$ cat src/rtl/sys_rst_pkg.sv
// Shared types and defaults for the board reset sequencer.
package sys_rst_pkg;

  typedef enum logic [2:0] {
    HOLD,
    RELEASE,
    WAIT,
    DONE,
    ERR
  } state_t;

  localparam int HOLD_CYCLES_DEF    = 26;
  localparam int TIMEOUT_CYCLES_DEF = 65535;

  // Ceiling log2 with a floor of 1 so a single-stage build still gets a 1-bit index.
  function automatic int clog2(input int v);
    int r;
    int x;
    r = 0;
    x = v - 1;
    while (x > 0) begin
      r++;
      x = x >> 1;
    end
    return (r < 1) ? 1 : r;
  endfunction

endpackage

$ cat src/rtl/sync_2ff.sv
// Two-flop synchronizer bank for asynchronous level inputs; clears to 0.
module sync_2ff #(
  parameter int WIDTH = 1
) (
  input  logic             clk,
  input  logic             rstb,
  input  logic [WIDTH-1:0] d,
  output logic [WIDTH-1:0] q
);

  logic [WIDTH-1:0] meta;

  // First flop may go metastable; second flop gives a settled copy.
  always_ff @(posedge clk or negedge rstb) begin
    if (!rstb) begin
      meta <= '0;
      q    <= '0;
    end else begin
      meta <= d;
      q    <= meta;
    end
  end

endmodule

$ cat src/rtl/reset_sequencer.sv
// Releases downstream reset domains one at a time after a hold period,
// waiting (bounded) for each domain's ready before releasing the next.
module reset_sequencer
  import sys_rst_pkg::*;
#(
  parameter int N_STAGES       = 4,
  parameter int STAGE_W        = clog2(N_STAGES),
  parameter int HOLD_CYCLES    = HOLD_CYCLES_DEF,
  parameter int TIMEOUT_CYCLES = TIMEOUT_CYCLES_DEF,
  parameter int CNT_W          = 16
) (
  input  logic                clk,
  input  logic                rstb,
  input  logic                sw_rst_req,
  input  logic [N_STAGES-1:0] stage_ready,
  output logic [N_STAGES-1:0] stage_rstb,
  output logic                all_ready,
  output logic                busy,
  output logic                timeout_err,
  output logic [STAGE_W-1:0]  fail_stage
);

  localparam logic [CNT_W-1:0]   HOLD_LAST = CNT_W'(HOLD_CYCLES - 1);
  localparam logic [CNT_W-1:0]   TO_LAST   = CNT_W'(TIMEOUT_CYCLES - 1);
  localparam logic [STAGE_W-1:0] IDX_LAST  = STAGE_W'(N_STAGES - 1);

  state_t                state, state_nx;
  logic [CNT_W-1:0]      cnt, cnt_nx;
  logic [STAGE_W-1:0]    idx, idx_nx;
  logic [N_STAGES-1:0]   rs_nx;
  logic                  err_nx;
  logic [STAGE_W-1:0]    fail_nx;

  logic [N_STAGES-1:0]   rdy_s;
  logic                  any_drop;
  logic [STAGE_W-1:0]    drop_idx;
  logic [N_STAGES-1:0]   keep_mask;

  sync_2ff #(.WIDTH(N_STAGES)) u_rdy_sync (
    .clk  (clk),
    .rstb (rstb),
    .d    (stage_ready),
    .q    (rdy_s)
  );

  // Lowest stage whose ready dropped, and the mask of stages below idx.
  always_comb begin
    any_drop  = ~&rdy_s;
    drop_idx  = '0;
    keep_mask = '0;
    for (int k = N_STAGES - 1; k >= 0; k--) begin
      if (!rdy_s[k]) drop_idx = STAGE_W'(k);
    end
    for (int k = 0; k < N_STAGES; k++) begin
      keep_mask[k] = (STAGE_W'(k) < idx);
    end
  end

  // Next-state and next-register values; a software request overrides everything.
  always_comb begin
    state_nx = state;
    cnt_nx   = cnt;
    idx_nx   = idx;
    rs_nx    = stage_rstb;
    err_nx   = timeout_err;
    fail_nx  = fail_stage;
    if (sw_rst_req) begin
      state_nx = HOLD;
      cnt_nx   = '0;
      idx_nx   = '0;
      rs_nx    = '0;
      err_nx   = 1'b0;
      fail_nx  = '0;
    end else begin
      case (state)
        HOLD: begin
          rs_nx = '0;
          if (cnt == HOLD_LAST) begin
            cnt_nx   = '0;
            idx_nx   = '0;
            state_nx = RELEASE;
          end else begin
            cnt_nx = cnt + CNT_W'(1);
          end
        end
        RELEASE: begin
          rs_nx[idx] = 1'b1;
          cnt_nx     = '0;
          state_nx   = WAIT;
        end
        WAIT: begin
          // Ready wins over a timeout landing in the same cycle.
          if (rdy_s[idx]) begin
            if (idx == IDX_LAST) begin
              state_nx = DONE;
            end else begin
              idx_nx   = idx + STAGE_W'(1);
              state_nx = RELEASE;
            end
          end else if (cnt == TO_LAST) begin
            state_nx = ERR;
            err_nx   = 1'b1;
            fail_nx  = idx;
            rs_nx    = keep_mask;
          end else begin
            cnt_nx = cnt + CNT_W'(1);
          end
        end
        DONE: begin
          rs_nx = '1;
          if (any_drop) begin
            fail_nx  = drop_idx;
            state_nx = HOLD;
            cnt_nx   = '0;
            idx_nx   = '0;
            rs_nx    = '0;
          end
        end
        ERR: begin
          // Parked until software or board reset.
        end
        default: begin
          state_nx = HOLD;
          cnt_nx   = '0;
          idx_nx   = '0;
          rs_nx    = '0;
        end
      endcase
    end
  end

  // State and datapath registers.
  always_ff @(posedge clk or negedge rstb) begin
    if (!rstb) begin
      state       <= HOLD;
      cnt         <= '0;
      idx         <= '0;
      stage_rstb  <= '0;
      timeout_err <= 1'b0;
      fail_stage  <= '0;
    end else begin
      state       <= state_nx;
      cnt         <= cnt_nx;
      idx         <= idx_nx;
      stage_rstb  <= rs_nx;
      timeout_err <= err_nx;
      fail_stage  <= fail_nx;
    end
  end

  assign all_ready = (state == DONE);
  assign busy      = (state == HOLD) || (state == RELEASE) || (state == WAIT);

endmodule

$ cat config.mk
export PLATFORM = sky130hd
export DESIGN_NAME = reset_sequencer
export DESIGN_NICKNAME = d
export VERILOG_FILES = /design/src/rtl/sys_rst_pkg.sv /design/src/rtl/sync_2ff.sv /design/src/rtl/reset_sequencer.sv
export SDC_FILE = /design/constraint.sdc
export NUM_CORES = 1
export LEC_CHECK = 0
export CORE_MARGIN = 2
export CORE_UTILIZATION = 43
export CTS_CLUSTER_DIAMETER = 150
export DETAILED_ROUTE_END_ITERATION = 10
export GPL_TIMING_DRIVEN = 0
export SLEW_MARGIN = 20
export SYNTH_ARGS = -nofsm -noshare
export SYNTH_HDL_FRONTEND = slang
export SYNTH_SLANG_ARGS = --single-unit
$ cat constraint.sdc
create_clock -name clk -period 2.9 [get_ports clk]
set_input_delay 0.725 -clock clk [delete_from_list [all_inputs] [get_ports clk]]
set_output_delay 0.725 -clock clk [all_outputs]
set_load 0.02 [all_outputs]
==> summary.log <==
[worst_setup_path] crit path max-delay cell type clkdlybuf4s50_1
[worst_setup_path] sort of element at the end of the critical path flop
[floorplanning] count of pins on the block boundary 16
[synthesis] post-synthesis net count 254
[timing] maximum clock rate 0.366 GHz
[worst_setup_path] total stage count of the critical path 7
[cts] clock network latency to the later pin of the worst-skew pair 0.29 ns
[global_route] Top Usage Layer GRT met1
[cts] maximum count of clock buffers along a single path 2
[route] routed wire length 5410 um
[cts] Setup Buffers After CTS 0
[worst_hold_path] HP Class reg -> reg
[synthesis] number of instances in the synthesized netlist 239
[cts] total of hold buffers inserted after clock tree synthesis 0
[cts] clock buffers created by TritonCTS 5
[cells_and_area] layout cell share with drive strength beyond 1 0.0951
[pwr] maximum ir drop on the vdd rail 0.000309 V
[timing] Worst Max-Slew Pin Slew 0.623 ns
[route] DRT Pass-1 Iters 5
[timing] remaining max-slew budget at the tightest pin 0.582
[cts] CTS tree yes
[pwr] combinational share of power 0.375
[worst_setup_path] Worst Setup Path Type in -> reg
[timing] Slew Viols, Final 0
[synthesis] top cells by area in the synthesized netlist dfrtp_1 (40%), ha_1 (4.5%), inv_1 (3.2%), nand2_1 (2.9%), nor2_1 (2.9%)
[worst_setup_path] critical path buffer and inverter count 4
[timing] final-layout worst hold slack 0.352 ns
[place] Placer Congestion 0.863
[floorplanning] overall die width 76.0 um
[cells_and_area] diodes inserted 0
[global_route] total routing resource utilization after global routing 0.196
[synthesis] share of the synthesized area in the top cell type 0.404
[worst_setup_path] depth of the most critical reg-to-reg path 5
[pwr] Sequential Power Share 0.388
[timing] Setup Viol. Count Final 0
[worst_setup_path] Setup crit start sw_rst_req
[worst_setup_path] crit-path max FO 10
[floorplanning] effective utilization at floorplan 0.442
[cts] Max H-tree Level 2
[timing] setup repair after global routing missed its margin true
[timing] fin crit share 0.941
[route] routed via count divided by cell count 5.78
[global_route] global routing usage on met1 0.308
[global_route] via count of the first global-routing pass 1726
[worst_setup_path] slack of the worst reg-to-reg path 0.49 ns
[global_route] antenna violations before repair 0
[synthesis] per-instance average area after synthesis 9.33 sq um
[global_route] met3 Usage GRT 0.0415
[cells_and_area] area of all placed cells without fillers 2580 sq um
[cts] cell at the root of the clock tree clkbuf_8
[worst_hold_path] number of cells on the worst hold path 0
[place] Placement Cell Area 2490 sq um
[worst_setup_path] critical path cell sequence clkdlybuf4s50_1 > clkbuf_1 > inv_1 > o21a_1 > clkbuf_1 > a21oi_1 > o221ai_1
[global_route] global-route wire length before repair 9070 um
[synthesis] synthesized flop and latch total 36
[route] residual antenna-violating net count after detailed routing 0
[cells_and_area] # fillers 478
[global_route] met2 layer usage reported by global route 0.269
[worst_setup_path] largest delay contributor family on the critical path buffers and inverters
[cts] clock slew seen by the registers of the worst setup and hold paths 0.08 ns
[global_route] Overflow after GRT 0
[route] via count 1925
[cts] Sinks on Clock Net 36
[place] Final HPWL DP 4010 um
[floorplanning] count of standard-cell rows 26
[synthesis] number of flops mapped to enable cells by yosys 0
[floorplanning] Vert. Die Dim 76.0 um
[synthesis] Post-Syn Area 2230 sq um
[route] final routed DRC violation total 0
[global_route] pin count of the biggest net entering global routing 20
[worst_setup_path] capture instance of the worst register-to-register path cnt[9]$_DFFE_PN0P_
[timing] total count of hold-check failures in the final report 0
[worst_setup_path] Crit path required time 3.05 ns
[pwr] pwr dens 604 nW/um^2
[pwr] Switching Fraction 0.393
[worst_setup_path] critical path startpoint category input port
[flow_run] MaxCap Viol Count 0
[synthesis] Synth Warn # 0
[pwr] Pleak 1.05 nW
[synthesis] number of different library cells in the post-synthesis netlist 57
[worst_setup_path] arrival time at the worst endpoint 2.88 ns
[status] run status complete, no violations
[synthesis] Synth async-reset ratio 1.00
[timing] Tmin final 2.73 ns
[synthesis] fraction of the yosys area taken by sequential cells 0.404
[place] number of port buffers 15
[worst_setup_path] RR Startpoint idx[1]$_DFFE_PN0P_
[synthesis] post-synthesis cell type with the largest combined area dfrtp_1
[floorplanning] Die ar. 5780 sq um
[worst_setup_path] endpoint of the most critical setup path cnt[9]$_DFFE_PN0P_
[timing] final clock skew 0.00597 ns
[synthesis] main flop type after synthesis dfrtp_1
[route] drt first-iter violations 228
[cells_and_area] Total Nets Final 277
[route] WL/cell 16.2 um
[pwr] Internal Dissipation 0.000947 W
[pwr] clock group share of total power 0.237
[cts] number of gates given a new drive strength after cts 0
[cells_and_area] P&R area growth vs syn 15.8%
[floorplanning] core area 5040 sq um
[worst_setup_path] cell occurring most often along the worst timing path clkbuf_1
[worst_setup_path] peak per-stage delay on the critical path 0.52 ns
[pwr] net switching power of the design 0.000614 W
per-layer routing:
layer	wire, um	vias up	share of wire
li1	-	955	-
met2	2310	45	0.43
met3	213	7	0.039
met4	63	0	0.012
met5	0	-	0
met1	2830	918	0.52
layout by cell type, fill, tap and decap left out, types with 2 or more instances in the layout:
cell | Yosys | final
dfrtp_1 | 36 | 36
inv_1 | 19 | 19
nor2_1 | 17 | 17
nand2_1 | 17 | 17
clkdlybuf4s50_1 | 0 | 14
a21oi_1 | 12 | 12
o21ai_0 | 12 | 12
nand3_1 | 9 | 9
ha_1 | 8 | 8
clkbuf_1 | 7 | 7
nor3_1 | 7 | 7
nor4_1 | 6 | 6
a22o_1 | 6 | 6
buf_2 | 4 | 5
a211oi_1 | 5 | 5
o22ai_1 | 5 | 5
a221o_1 | 5 | 5
clkbuf_8 | 0 | 5
mux2i_1 | 4 | 4
or3_1 | 3 | 3
nand4_1 | 3 | 3
o21a_1 | 3 | 3
a221oi_1 | 3 | 3
o211ai_1 | 3 | 3
a22oi_1 | 3 | 3
a31oi_1 | 3 | 3
nand3b_1 | 2 | 2
or4_1 | 2 | 2
a311oi_1 | 2 | 2
o31ai_1 | 2 | 2
nand2b_1 | 2 | 2
o21bai_1 | 2 | 2
clkinvlp_4 | 0 | 2
worst reg2reg max path: stages (launching register included):
cell and delay, ns:
dfrtp_1 0.50, mux4_2 0.68, a21o_1 0.22, clkbuf_1 0.24, a21oi_1 0.47, o221ai_1 0.17
cells in the mapped netlist, drive strengths merged (6+ instances only):
master and instances:
dfrtp 36, nand3 9, nor2 17, ha 8, o21ai 12, nor3 8
nor4 7, a21oi 13, a22o 6, inv 19, clkbuf 7, nand2 17
state kept, by name (all words and copies together) (netlist names):
register         count
cnt                 16
stage_rstb           4
u_rdy_sync.meta      4
u_rdy_sync.q         4
state                3
fail_stage           2
idx                  2
timeout_err          1
power groups by stage:
stage	clock, W	combinational (W)	sequential [W]
detailed placement	0	0.000583	0.000615
floorplan	0	0.000419	0.000610
global placement	0	0.000580	0.000614
finish	0.000370	0.000586	0.000605
global route	0.000404	0.000650	0.000614
CTS	0.000383	0.000585	0.000605
metrics by stage:
step / instances / util / setup TNS (ns) / setup slack, ns / power (W)
4_1_cts: 333 / 0.512 / 0 / 0.169 / 0.00157
5_1_grt: 333 / 0.512 / -0.0411 / -0.0309 / 0.00167
6_report: 333 / 0.512 / 0 / 0.170 / 0.00156
3_5_place_dp: 325 / 0.494 / -0.813 / -0.157 / 0.00120
3_3_place_gp: 324 / 0.490 / -0.833 / -0.160 / 0.00119
2_1_floorplan: 239 / - / 0 / 0.775 / 0.00103
cells by family (layout without fill, tap and decap cells):
kind of cell | count (synthesis) | count (layout) | share of synthesized area
multiplexers | 5 | 5 | 0.0280
XOR/XNOR | 2 | 2 | 0.00785
AND/OR/NAND/NOR | 77 | 77 | 0.189
buffers and inverters | 32 | 56 | 0.0595
AO/OA/AOI/OAI | 79 | 79 | 0.267
flip-flops | 36 | 36 | 0.404
adder cells (fa/ha/maj) | 8 | 8 | 0.0449
worst min-delay path by stage:
stage	from	to	slack (ns)
global route	u_rdy_sync.meta[1]$_DFF_PN0_	u_rdy_sync.q[1]$_DFF_PN0_	0.36
global placement	u_rdy_sync.meta[2]$_DFF_PN0_	u_rdy_sync.q[2]$_DFF_PN0_	0.33
floorplan	u_rdy_sync.meta[0]$_DFF_PN0_	u_rdy_sync.q[0]$_DFF_PN0_	0.33
finish	u_rdy_sync.meta[1]$_DFF_PN0_	u_rdy_sync.q[1]$_DFF_PN0_	0.35
CTS	u_rdy_sync.meta[1]$_DFF_PN0_	u_rdy_sync.q[1]$_DFF_PN0_	0.35
detailed placement	u_rdy_sync.meta[1]$_DFF_PN0_	u_rdy_sync.q[1]$_DFF_PN0_	0.34
layout make-up:
type                    instances  area, sq um  area share
repair buffers                 16          173      0.0668
clock buffers                   5         68.8      0.0266
plain buffers                  12         57.6      0.0223
inverters                      20         75.1      0.0291
clock inverters                 3         23.8     0.00920
well taps                      70         87.6      0.0339
multi-input cells             171         1200       0.463
flip-flops and latches         36          901       0.349
Power figures use the tool's default switching activity.
